<file path="src/rtl/fm_demod_pkg.sv">
// Shared state type, output width and saturation helper for the zero-crossing FM demodulator.
package fm_demod_pkg;

    typedef enum logic [1:0] {
        ACQUIRE = 2'd0,
        LOW     = 2'd1,
        HIGH    = 2'd2
    } zc_state_e;

    localparam int OUT_W  = 18;
    localparam int WIDE_W = 48;

    localparam logic signed [OUT_W-1:0] SAT_MAX = 18'sh1FFFF;
    localparam logic signed [OUT_W-1:0] SAT_MIN = 18'sh20000;

    function automatic logic signed [OUT_W-1:0] sat_out(input logic signed [WIDE_W-1:0] v);
        logic signed [OUT_W-1:0] r;
        if (v > 48'sd131071) begin
            r = SAT_MAX;
        end else if (v < -48'sd131072) begin
            r = SAT_MIN;
        end else begin
            r = v[OUT_W-1:0];
        end
        return r;
    endfunction

endpackage

</file>
<file path="src/rtl/zc_period_avg.sv">
// Four-entry period history with running sum; avg/avg_ready reflect the period being pushed this cycle.
module zc_period_avg #(
    parameter int CNT_W = 16
) (
    input  logic             clock,
    input  logic             reset,
    input  logic             clear,
    input  logic             push,
    input  logic [CNT_W-1:0] period,
    output logic [CNT_W-1:0] avg,
    output logic             avg_ready
);

    logic [CNT_W-1:0] hist_r [4];
    logic [CNT_W+1:0] sum_r;
    logic [CNT_W+1:0] sum_s;
    logic [1:0]       fill_r;

    // Sum after retiring the oldest entry and adding the incoming period
    always_comb begin
        sum_s = sum_r - {2'b00, hist_r[3]} + {2'b00, period};
    end

    assign avg       = CNT_W'(sum_s >> 2);
    assign avg_ready = push && (fill_r == 2'd3);

    // History shift register, running sum and fill level
    always_ff @(posedge clock) begin
        if (!reset || clear) begin
            for (int i = 0; i < 4; i++) begin
                hist_r[i] <= {CNT_W{1'b0}};
            end
            sum_r  <= {(CNT_W+2){1'b0}};
            fill_r <= 2'd0;
        end else if (push) begin
            hist_r[3] <= hist_r[2];
            hist_r[2] <= hist_r[1];
            hist_r[1] <= hist_r[0];
            hist_r[0] <= period;
            sum_r     <= sum_s;
            if (fill_r != 2'd3) begin
                fill_r <= fill_r + 2'd1;
            end else begin
                fill_r <= fill_r;
            end
        end else begin
            sum_r <= sum_r;
        end
    end

endmodule

</file>
<file path="src/rtl/fm_zc_demod.sv">
// Zero-crossing FM demodulator: rising-crossing period -> saturated 18-bit deviation.
// Optional FM_ZC_DEMOD_AVG_EN averages the last four periods before scaling.
module fm_zc_demod
    import fm_demod_pkg::*;
#(
    parameter int DIN_W      = 8,
    parameter int CNT_W      = 16,
    parameter int HYST       = 4,
    parameter int NOMINAL    = 100,
    parameter int TIMEOUT    = 400,
    parameter int GAIN_SHIFT = 8
) (
    input  logic                    clock,
    input  logic                    reset,
    input  logic                    din_valid,
    input  logic signed [DIN_W-1:0] din,
    output logic signed [OUT_W-1:0] dout,
    output logic                    dout_valid,
    output logic                    carrier_lost
);

    localparam logic signed [DIN_W-1:0] HYST_POS = DIN_W'(HYST);
    localparam logic signed [DIN_W-1:0] HYST_NEG = DIN_W'(-HYST);
    localparam logic [CNT_W-1:0]        CNT_ONE  = CNT_W'(1);
    localparam logic [CNT_W-1:0]        CNT_TMO  = CNT_W'(TIMEOUT);
    localparam logic signed [CNT_W:0]   NOM_V    = (CNT_W+1)'(NOMINAL);

    zc_state_e                state_r, state_s;
    logic [CNT_W-1:0]         cnt_r, cnt_s, period_s;
    logic signed [OUT_W-1:0]  dout_r;
    logic                     dout_valid_r, carrier_lost_r;
    logic                     above_s, below_s, rise_s, timeout_s, meas_s, fire_s;
    logic signed [CNT_W:0]    dev_s;
    logic signed [WIDE_W-1:0] dev_wide_s, scaled_s;

    assign above_s   = din >= HYST_POS;
    assign below_s   = din <= HYST_NEG;
    assign rise_s    = din_valid && (state_r == LOW) && above_s;
    // A crossing on the timeout sample takes priority over the timeout
    assign timeout_s = din_valid && !carrier_lost_r && !rise_s && (cnt_r == CNT_TMO);
    assign meas_s    = rise_s && !carrier_lost_r;

    // Hysteresis FSM next state
    always_comb begin
        state_s = state_r;
        if (timeout_s) begin
            state_s = ACQUIRE;
        end else if (din_valid) begin
            case (state_r)
                ACQUIRE: if (below_s) state_s = LOW;  else state_s = ACQUIRE;
                LOW:     if (above_s) state_s = HIGH; else state_s = LOW;
                HIGH:    if (below_s) state_s = LOW;  else state_s = HIGH;
                default: state_s = ACQUIRE;
            endcase
        end else begin
            state_s = state_r;
        end
    end

    // Period counter: restarts on each crossing, runs only while locked, saturates at TIMEOUT
    always_comb begin
        cnt_s = cnt_r;
        if (rise_s) begin
            cnt_s = CNT_ONE;
        end else if (timeout_s) begin
            cnt_s = {CNT_W{1'b0}};
        end else if (din_valid && !carrier_lost_r && (cnt_r != CNT_TMO)) begin
            cnt_s = cnt_r + CNT_ONE;
        end else begin
            cnt_s = cnt_r;
        end
    end

`ifdef FM_ZC_DEMOD_AVG_EN
    logic [CNT_W-1:0] avg_s;
    logic             avg_ready_s;

    zc_period_avg #(
        .CNT_W (CNT_W)
    ) u_avg (
        .clock     (clock),
        .reset     (reset),
        .clear     (timeout_s),
        .push      (meas_s),
        .period    (cnt_r),
        .avg       (avg_s),
        .avg_ready (avg_ready_s)
    );

    assign period_s = avg_s;
    assign fire_s   = avg_ready_s;
`else
    assign period_s = cnt_r;
    assign fire_s   = meas_s;
`endif

    assign dev_s      = NOM_V - $signed({1'b0, period_s});
    assign dev_wide_s = {{(WIDE_W-CNT_W-1){dev_s[CNT_W]}}, dev_s};
    assign scaled_s   = dev_wide_s <<< GAIN_SHIFT;

    // State, counter and registered outputs
    always_ff @(posedge clock) begin
        if (!reset) begin
            state_r        <= ACQUIRE;
            cnt_r          <= {CNT_W{1'b0}};
            dout_r         <= {OUT_W{1'b0}};
            dout_valid_r   <= 1'b0;
            carrier_lost_r <= 1'b1;
        end else begin
            state_r      <= state_s;
            cnt_r        <= cnt_s;
            dout_valid_r <= fire_s;
            if (fire_s) begin
                dout_r <= sat_out(scaled_s);
            end else begin
                dout_r <= dout_r;
            end
            if (rise_s) begin
                carrier_lost_r <= 1'b0;
            end else if (timeout_s) begin
                carrier_lost_r <= 1'b1;
            end else begin
                carrier_lost_r <= carrier_lost_r;
            end
        end
    end

    assign dout         = dout_r;
    assign dout_valid   = dout_valid_r;
    assign carrier_lost = carrier_lost_r;

endmodule

</file>
<file path="config.mk">
export PLATFORM = sky130hd
export DESIGN_NAME = fm_zc_demod
export DESIGN_NICKNAME = d
export VERILOG_FILES = /design/src/rtl/fm_demod_pkg.sv /design/src/rtl/zc_period_avg.sv /design/src/rtl/fm_zc_demod.sv
export SDC_FILE = /design/constraint.sdc
export NUM_CORES = 1
export LEC_CHECK = 0
export ABC_CLOCK_PERIOD_IN_PS = 3600
export CAP_MARGIN = 20
export CORE_UTILIZATION = 55
export CTS_CLUSTER_DIAMETER = 50
export DETAILED_ROUTE_END_ITERATION = 8
export GPL_ROUTABILITY_DRIVEN = 0
export HOLD_SLACK_MARGIN = 0.12
export PLACE_DENSITY = 0.82
export SLEW_MARGIN = 20
export SYNTH_ARGS = -nofsm -noshare
export SYNTH_HDL_FRONTEND = slang
export SYNTH_HIERARCHICAL = 1
export SYNTH_SLANG_ARGS = --single-unit
</file>
<file path="constraint.sdc">
create_clock -name clock -period 3.6 [get_ports clock]
set_input_delay 1.08 -clock clock [delete_from_list [all_inputs] [get_ports clock]]
set_output_delay 1.08 -clock clock [all_outputs]
set_load 0.03 [all_outputs]
</file>
# --- Yosys cells after proc, flatten, opt, wreduce, memory -nomap -nowiden ---
# Index checks and enable logic that the tools add are counted.
totals:
  wordCells: 42
  regBits: 38
  in_bits: 11
  output_inout_bits: 20
op_classes:
  muxes: 11
  eq_ne: 4
  n_lt_le_gt_ge: 4
  n_reduce_logical: 14
  n_bitwise: 1
  addsub: 2
ops:
  columns: ["op", "count"]
  rows:
  - ["$mux W18", 2]
  - ["$gt A25 B18 Y1 const B", 1]
  - ["$lt A25 B18 Y1 const B", 1]
  - ["$sub A7 B16 Y17 const A", 1]
  - ["$add A16 B1 Y16 const B", 1]
  - ["$eq A16 B9 Y1 const B", 1]
  - ["$ne A16 B9 Y1 const B", 1]
  - ["$ge A8 B4 Y1 const B", 1]
  - ["$le A8 B3 Y1 const B", 1]
  - ["$logic_and A1 B1 Y1", 7]
  - ["$mux W1", 6]
  - ["$pmux W2 S3", 1]
  - ["$mux W2", 2]
  - ["$reduce_bool A3 Y1", 1]
  - ["$reduce_or A3 Y1", 1]
  - ["$eq A2 B1 Y1 const B", 1]
  - ["$eq A2 B2 Y1 const B", 1]
  - ["$logic_not A1 Y1", 2]
  - ["$logic_not A2 Y1", 1]
  - ["$reduce_bool A2 Y1", 1]
  - ["$reduce_or A2 Y1", 1]
  - ["$not A1 Y1", 1]

# --- Longest topological paths before layout ---
# Gate-level depths: netlist (run 1).
logic_depth:
  word_depth: 8
  mapped_depth: 8

# --- Worst setup path after synthesis (run 1) ---
# No wires, ideal clock.
synth_path:
  path_kind: "input -> register"
  startpoint: "in din[4]"
  endpoint: "reg dout_r[17], in the netlist dout[17]"
  required_time_ns: 3.484
  path_buffers: 1
  slack_ns: 1.124
  stages: 6
  setup_ns: 0.116
  arrival_time_ns: 2.360
  cell_sequence: "nor3_1 -> a2111oi_0 -> nor2b_1 -> clkbuf_1 -> nand2_1 -> o211a_1"
synth_via:
  elab_chain_len: 3
synth_lines:
  columns: ["element", "line", "text"]
  rows:
  - ["start, declared", "fm_zc_demod.sv:16", "input logic signed [DIN_W-1:0] din,"]
  - ["$ge A8 B4 Y1", "fm_zc_demod.sv:36", "assign above_s = din >= HYST_POS;"]
  - ["$logic_and A1 B1 Y1", "fm_zc_demod.sv:38", "assign rise_s = din_valid && (state_r == LOW) && above_s;"]
  - ["$logic_and A1 B1 Y1", "fm_zc_demod.sv:41", "assign meas_s = rise_s && !carrier_lost_r;"]
  - ["end signal, assigned", "fm_zc_demod.sv:106", "dout_r <= {OUT_W{1'b0}};"]
  - ["end signal, assigned", "fm_zc_demod.sv:114", "dout_r <= sat_out(scaled_s);"]
  - ["end signal, assigned", "fm_zc_demod.sv:116", "dout_r <= dout_r;"]
  - ["end, declared", "fm_zc_demod.sv:30", "logic signed [OUT_W-1:0] dout_r;"]
# Every way passes these cells.
# A chain may end at the register's enable or synchronous reset.

# --- Final worst setup path (run 1) ---
layout_path:
  startpoint: "in din_valid"
  endpoint: "reg cnt_r[15]"
layout_via:
  elab_chain_len: 6
  elab_cells_between_ends: 8
  cone_classes: "reduce/logical: 8"
layout_lines:
  columns: ["element", "line", "text"]
  rows:
  - ["start, declared", "fm_zc_demod.sv:15", "input logic din_valid,"]
  - ["$logic_and A1 B1 Y1 (2 in a row)", "fm_zc_demod.sv:38", null]
  - ["$logic_not A1 Y1", "fm_zc_demod.sv:40", "assign timeout_s = din_valid && !carrier_lost_r && !rise_s && (cnt_r == CNT_TMO);"]
  - ["$logic_and A1 B1 Y1 (2 in a row)", "fm_zc_demod.sv:40", null]
  - ["$reduce_or A3 Y1 (no source line)", null, null]
  - ["end signal, assigned", "fm_zc_demod.sv:105", "cnt_r <= {CNT_W{1'b0}};"]
  - ["end signal, assigned", "fm_zc_demod.sv:111", "cnt_r <= cnt_s;"]
  - ["end, declared", "fm_zc_demod.sv:29", "logic [CNT_W-1:0] cnt_r, cnt_s, period_s;"]
# Parallel ways exist; a longest one is shown, timed or not.

==> results of run 1 <==
==> per-layer routing <==
metal  GRT usage, %  part of all wire (%)  routed length, µm
met5              0                     0                  0
met1          31.16                    48               1851
met4          9.635                   1.4                 55
met3          6.710                   5.0                196
met2          39.52                    46               1779
==> through the flow <==
stage	utilization, %	total power, µW	cell area [µm²]
global placement	67.04	399.3	2097
detailed placement	67.04	399.8	2097
CTS	68.64	593.3	2147
floorplan	-	378.5	1847
global route	68.64	616.4	2147
finish	68.64	587.2	2147
==> placed cells by master, fill, tap and decap left out, drive strengths merged, types with 2 or more instances in the layout <==
| master | synthesis | final |
|---|---|---|
| dfxtp | 31 | 31 |
| clkdlybuf4s50 | 0 | 30 |
| nor2 | 28 | 28 |
| o21ai | 18 | 18 |
| a21oi | 15 | 15 |
| nand2 | 14 | 14 |
| xnor2 | 11 | 11 |
| nand4 | 11 | 11 |
| xor2 | 9 | 9 |
| o211ai | 9 | 9 |
| clkbuf | 7 | 7 |
| nor2b | 6 | 6 |
| inv | 5 | 5 |
| nand3 | 5 | 5 |
| or4 | 4 | 4 |
| nor4 | 4 | 4 |
| and2 | 3 | 3 |
| a21boi | 3 | 3 |
| and3 | 2 | 2 |
| nand2b | 2 | 2 |
| a21o | 2 | 2 |
| mux2i | 2 | 2 |
| o21bai | 2 | 2 |
| ha | 2 | 2 |
| nor3 | 2 | 2 |
| or2 | 2 | 2 |
==> final cells by class <==
type	instances	area [µm²]
Timing Repair Buffer	31	307.8
Multi-Input combinational cell	169	1095
Inverter	5	18.77
Fill cell	280	980.9
Sequential cell	31	620.6
Clock buffer	7	45.04
Clock inverter	1	5.005
Tap cell	44	55.05
==> state kept, by name, indices dropped and copies added (netlist names) <==
name          flops
cnt_r            16
dout_valid        1
dout             11
carrier_lost      1
state_r           2
==> cell families (layout without fill, tap and decap cells) <==
| kind of cell | count (synthesis) | in the layout | synth area share [%] |
|---|---|---|---|
| muxes | 2 | 2 | 1.084 |
| and+or+nand+nor | 86 | 86 | 25.41 |
| xor gates and xnor gates | 20 | 20 | 9.485 |
| AOI/OAI and AO/OA | 59 | 59 | 21.95 |
| adders and majority gates | 2 | 2 | 1.355 |
| DFF | 31 | 31 | 33.60 |
| buffers and inverters | 24 | 44 | 7.114 |
==> power by group through the flow <==
stage	logic (µW)	clock network [µW]	registers, µW
finish	41.8	195	350
global route	45.6	220	351
CTS	41.9	201	350
detailed placement	41.7	0	358
global placement	41.3	0	358
floorplan	15.9	0	363
==> path summary, 6_finish.rpt <==
kind	from	end	cells past startpoint	slack, ns
setup / recovery	din_valid	cnt_r[15]	7	0.67
hold / removal	state_r[1]	state_r[1]	2	0.50
setup reg to reg	cnt_r[8]	dout[14]	5	1.16
hold reg to reg	state_r[1]	state_r[1]	2	0.50
==> cell usage after synthesis (3+ instances only) <==
cell,n
dfxtp_1,31
nor2_1,27
o21ai_0,18
a21oi_1,15
nand2_1,14
xnor2_1,11
nand4_1,10
xor2_1,9
buf_4,8
o211ai_1,8
clkbuf_1,7
nor2b_1,6
inv_1,5
nand3_1,5
and2_1,3
buf_2,3
nor4_1,3
or4_1,3
==> tightest hold or removal path, stage by stage (launching register included) <==
cell and delay [ns]:
dfxtp_1 0.33, nand3_1 0.07, a21oi_1 0.06
==> results_dict.tcl, run 1 <==
set metrics [dict create \
    cap_viol_max_count 0 \
    rows 20 \
    clk_pin_slew_worst_paths_ns 0.09 \
    synth_top_area_cell "dfxtp_1" \
    worst_pin_slew_ns 0.7967 \
    syn_area_per_cell_um2 8.245 \
    hold_class "reg2reg" \
    whs_ns 0.4966 \
    clock-sinks 31 \
    place_ws_ns 0.3150 \
    slowest_delay_ns 0.52 \
    finalSetupTns_ns 0 \
    grt_pass1_wl_mm 6.617 \
    postCtsHoldBufs 0 \
    place_inst 280 \
    finalNetCount 256 \
    hold_violations 0 \
    slew_headroom_pct 46.60 \
    viasPerCell 5.667 \
    die_w_um 59.95 \
    yosys_warnings 6 \
    critPathSlowestCell "clkdlybuf4s50_1" \
    cts_htree_levels 2 \
    yosysSeqAreaShare_pct 33.60 \
    rsz0062_at_grt "false" \
    numCtsBuffers 5 \
    portBuffers 30 \
    ant_nets 0 \
    layout-drive-gt1-share_pct 7.377 \
    fmax_mhz 341.3 \
    peakVddDrop_mv 0.1898 \
    grt_pass1_vias 1454 \
    path_class "in2reg" \
    syn_inst 224 \
    drt-total-wl_mm 3.882 \
    post-route-min-period_ns 2.930 \
    coreArea_um2 3128 \
    synthTopCellsByArea "dfxtp_1 34%, nor2_1 5.5%, xnor2_1 5.2%, o21ai_0 4.9%, xor2_1 4.3%" \
    cp-end-kind "register" \
    cp_data_arrival_time_ns 3.14 \
    skew_ns 0.002243 \
    pwr_density_cell_nw_per_um2 273.5 \
    cp_max_fo 6 \
    seq_power_share_pct 59.6 \
    async_reset_ff_share_pct 0 \
    finalWorstSetupSlack_ns 0.6697 \
    setup_viol 0 \
    dp_hpwl_mm 2.833 \
    p_clk_share_pct 33.2 \
    cellLeakagePower_uw 0.0007283 \
    area_growth_syn_to_layout_pct 16.26 \
    postCtsSetupBuffers 0 \
    clk_latency_ns 0.33 \
    slew_violations 0 \
    cpLargestDelayFamily "simple AND/OR/NAND/NOR gates" \
    clk_path_buf_depth 2 \
    dieArea_um2 3593 \
    cts_tree "built" \
    antenna_found_initial 0 \
    path_buf_inv 1 \
    cts_resized 0 \
    cp_cell_sequence "clkdlybuf4s50_1 -> nor2b_1 -> nand4_1 -> nor4_1 -> nand3_1 -> xor2_1 -> nor2_1" \
    swShare_pct 24.44 \
    ys_seq_elements 31 \
    period_share_pct 81.40 \
    cp.required_ns 3.81 \
    dr.pass1.iters 4 \
    grt_max_degree 16 \
    synth_flop_cell "dfxtp_1" \
    final_cells 288 \
    die_y_um 59.95 \
    synth_fp_nets 237 \
    synth-edff-count 0 \
    ios 31 \
    p_sw_uw 143.5 \
    drc 0 \
    drtIter0Drc 112 \
    cts_root_buffer "clkbuf_4" \
    grtUsageTotal_pct 24.60 \
    avgRoutedWirePerCell_um 13.48 \
    vias 1632 \
    synth_top_area_share_pct 33.60 \
    combPwrFrac_pct 7.1 \
    status "completed" \
    n_antenna_cell 0 \
    gr-total-overflow 0 \
    syn_area_um2 1847 \
    synth.distinct_cells 50 \
    internal-power_uw 443.7 \
    initial_utilization_pct 59.04 \
    start_kind "input port" \
]
Power figures use the tool's default switching activity.
==> run 2: changes to the inputs <==
ABC_CLOCK_PERIOD_IN_PS = 2900   (was 3600)
CORE_UTILIZATION = 53   (was 55)
PLACE_DENSITY = 0.8   (was 0.82)
clock period = 2.9 ns   (was 3.6 ns; I/O delays follow)
==> results_dict.tcl, run 2 (synthesized netlist as in run 1, its figures left out) <==
set metrics [dict create \
    status "completed" \
    finalNetCount 262 \
    reg2reg_depth 8 \
    cp.required_ns 3.10 \
    cts_resized 0 \
    fin_area_um2 2197 \
    drt-total-wl_mm 3.815 \
    antenna_found_initial 0 \
    peakVddDrop_mv 0.2636 \
    cp_data_arrival_time_ns 2.69 \
    clk_path_buf_depth 2 \
    clk_pin_slew_worst_paths_ns 0.09 \
    period_share_pct 85.62 \
    finalSetupTns_ns 0 \
    ios 31 \
    initial_utilization_pct 55.34 \
    layout-drive-gt1-share_pct 10.40 \
    worst_pin_slew_ns 0.6179 \
    slew_violations 0 \
    dr.pass1.iters 4 \
    hold_violations 0 \
    cpLargestDelayFamily "compound AO/OA/AOI/OAI gates" \
    postCtsHoldBufs 0 \
    placed_area_um2 2145 \
    clock-sinks 31 \
    cts_htree_levels 2 \
    hold_class "reg2reg" \
    dp_hpwl_mm 2.890 \
    coreArea_um2 3337 \
    r2r_end "dout[10]" \
    grt_pass1_vias 1460 \
    path_class "in2reg" \
    cellLeakagePower_uw 0.0007632 \
    pwr_density_cell_nw_per_um2 330.6 \
    area_growth_syn_to_layout_pct 18.97 \
    gr-total-overflow 0 \
    avgRoutedWirePerCell_um 12.89 \
    place_inst 288 \
    fmax_mhz 402.8 \
    skew_ns 0.01504 \
    die_w_um 61.03 \
    n_antenna_cell 0 \
    grtUsageTotal_pct 23.38 \
    numCtsBuffers 5 \
    post-route-min-period_ns 2.483 \
    rsz0062_at_grt "false" \
    whs_endpoint "state_r[1]" \
    largest_reg_flops 16 \
    clk_latency_ns 0.33 \
    drc 0 \
    final_cells 296 \
    ant_nets 0 \
    min_from "state_r[1]" \
    cts_tree "built" \
    path_buf_inv 2 \
    die_y_um 61.03 \
    slowest_delay_ns 0.50 \
    final_cell_mix "31 x dfxtp_1, 30 x clkdlybuf4s50_1, 27 x nor2_1, 18 x o21ai_0, 15 x a21oi_1" \
    rows 21 \
    viasPerCell 5.557 \
    cp_max_fo 9 \
    drtIter0Drc 61 \
    critPathSlowestCell "clkdlybuf4s50_1" \
    vias 1645 \
    cap_viol_max_count 0 \
    start_kind "input port" \
    dieArea_um2 3725 \
    cts_root_buffer "clkbuf_4" \
    postCtsSetupBuffers 0 \
    grt_pass1_wl_mm 6.430 \
    cp_cell_sequence "clkdlybuf4s50_1 -> nand2_1 -> a2111oi_0 -> buf_4 -> nor2b_1 -> a21boi_4 -> a21oi_1" \
    hold_depth 2 \
    cp-end-kind "register" \
    slew_headroom_pct 58.37 \
    fillerInstances 308 \
    portBuffers 30 \
    final_common_cell "dfxtp_1" \
    r2r_slack_ns 0.50 \
    top_register "cnt_r" \
    r2r_start "cnt_r[0]" \
    grt_max_degree 16 \
    setup_viol 0 \
]
[run 2: cell count changes in the layout (fill, tap and decap cells not counted)]
cell      before  now
buf_4          1    7
clkbuf_1       2    0
clkinv_2       1    3
[run 2: power by group]
part	internal (µW)	total (µW)	switching [µW]
Sequential	431	435	4.47
Combinational	27.6	53.4	25.8
Clock	90.1	238	148
Total	548	726	178
[run 2: worst max path at each step]
stage	startpoint	end	slack, ns	depth (start not counted)
2_1_floorplan	din[4]	dout[17]	0.63	6
3_3_place_gp	din_valid	dout[14]	0.1	7
3_5_place_dp	din_valid	dout[14]	0.06	7
4_1_cts	din_valid	dout[8]	0.42	7
5_1_grt	cnt_r[0]	dout[10]	0.27	8
6_report	din_valid	dout[8]	0.42	7
[run 2: per-stage QoR]
step                      power, µW  setup slack (ns)  hold WS, ns  utilization [%]
final                         726.3            0.4171       0.4976            65.84
after detailed placement      498.5           0.05938       0.4919            64.27
after CTS                     736.7            0.4244       0.5137            65.84
after global placement        498.4           0.09925       0.4821            64.27
after global routing          757.9            0.2680       0.5347            65.84
after floorplan               469.9            0.6341       0.4543                -
[run 2: worst register-to-register path, cell delays in order, from the launching register on]
cell and delay (ns):
dfxtp_1 0.46, inv_1 0.08, ha_1 0.23, nor2b_1 0.22
nand4_1 0.20, o22a_1 0.28, o41ai_4 0.45, o221ai_1 0.26
a21oi_1 0.17
[run 2: layout make-up]
type | instances | area (µm²) | area share [%]
Sequential cell | 31 | 620.6 | 28.25
Multi-Input combinational cell | 169 | 1095 | 49.83
Tap cell | 46 | 57.56 | 2.620
Clock inverter | 3 | 15.01 | 0.6834
Timing Repair Buffer | 37 | 352.8 | 16.06
Clock buffer | 5 | 37.54 | 1.708
Inverter | 5 | 18.77 | 0.8542
[run 2: routing by layer]
layer / routed length (µm) / track usage (%) / up-vias
li1: - / - / 837
met4: 75 / 10.39 / 0
met2: 1873 / 38.20 / 18
met5: 0 / 0 / -
met3: 83 / 4.622 / 8
met1: 1783 / 29.91 / 782
==> run 3: changes to the inputs <==
SYNTH_HIERARCHICAL = default   (was 1)
==> results of run 3 <==
Same layout as run 2: the final DEF is identical, and so are final timing and power.
Among the figures that moved: Yosys warning count 6 -> 0
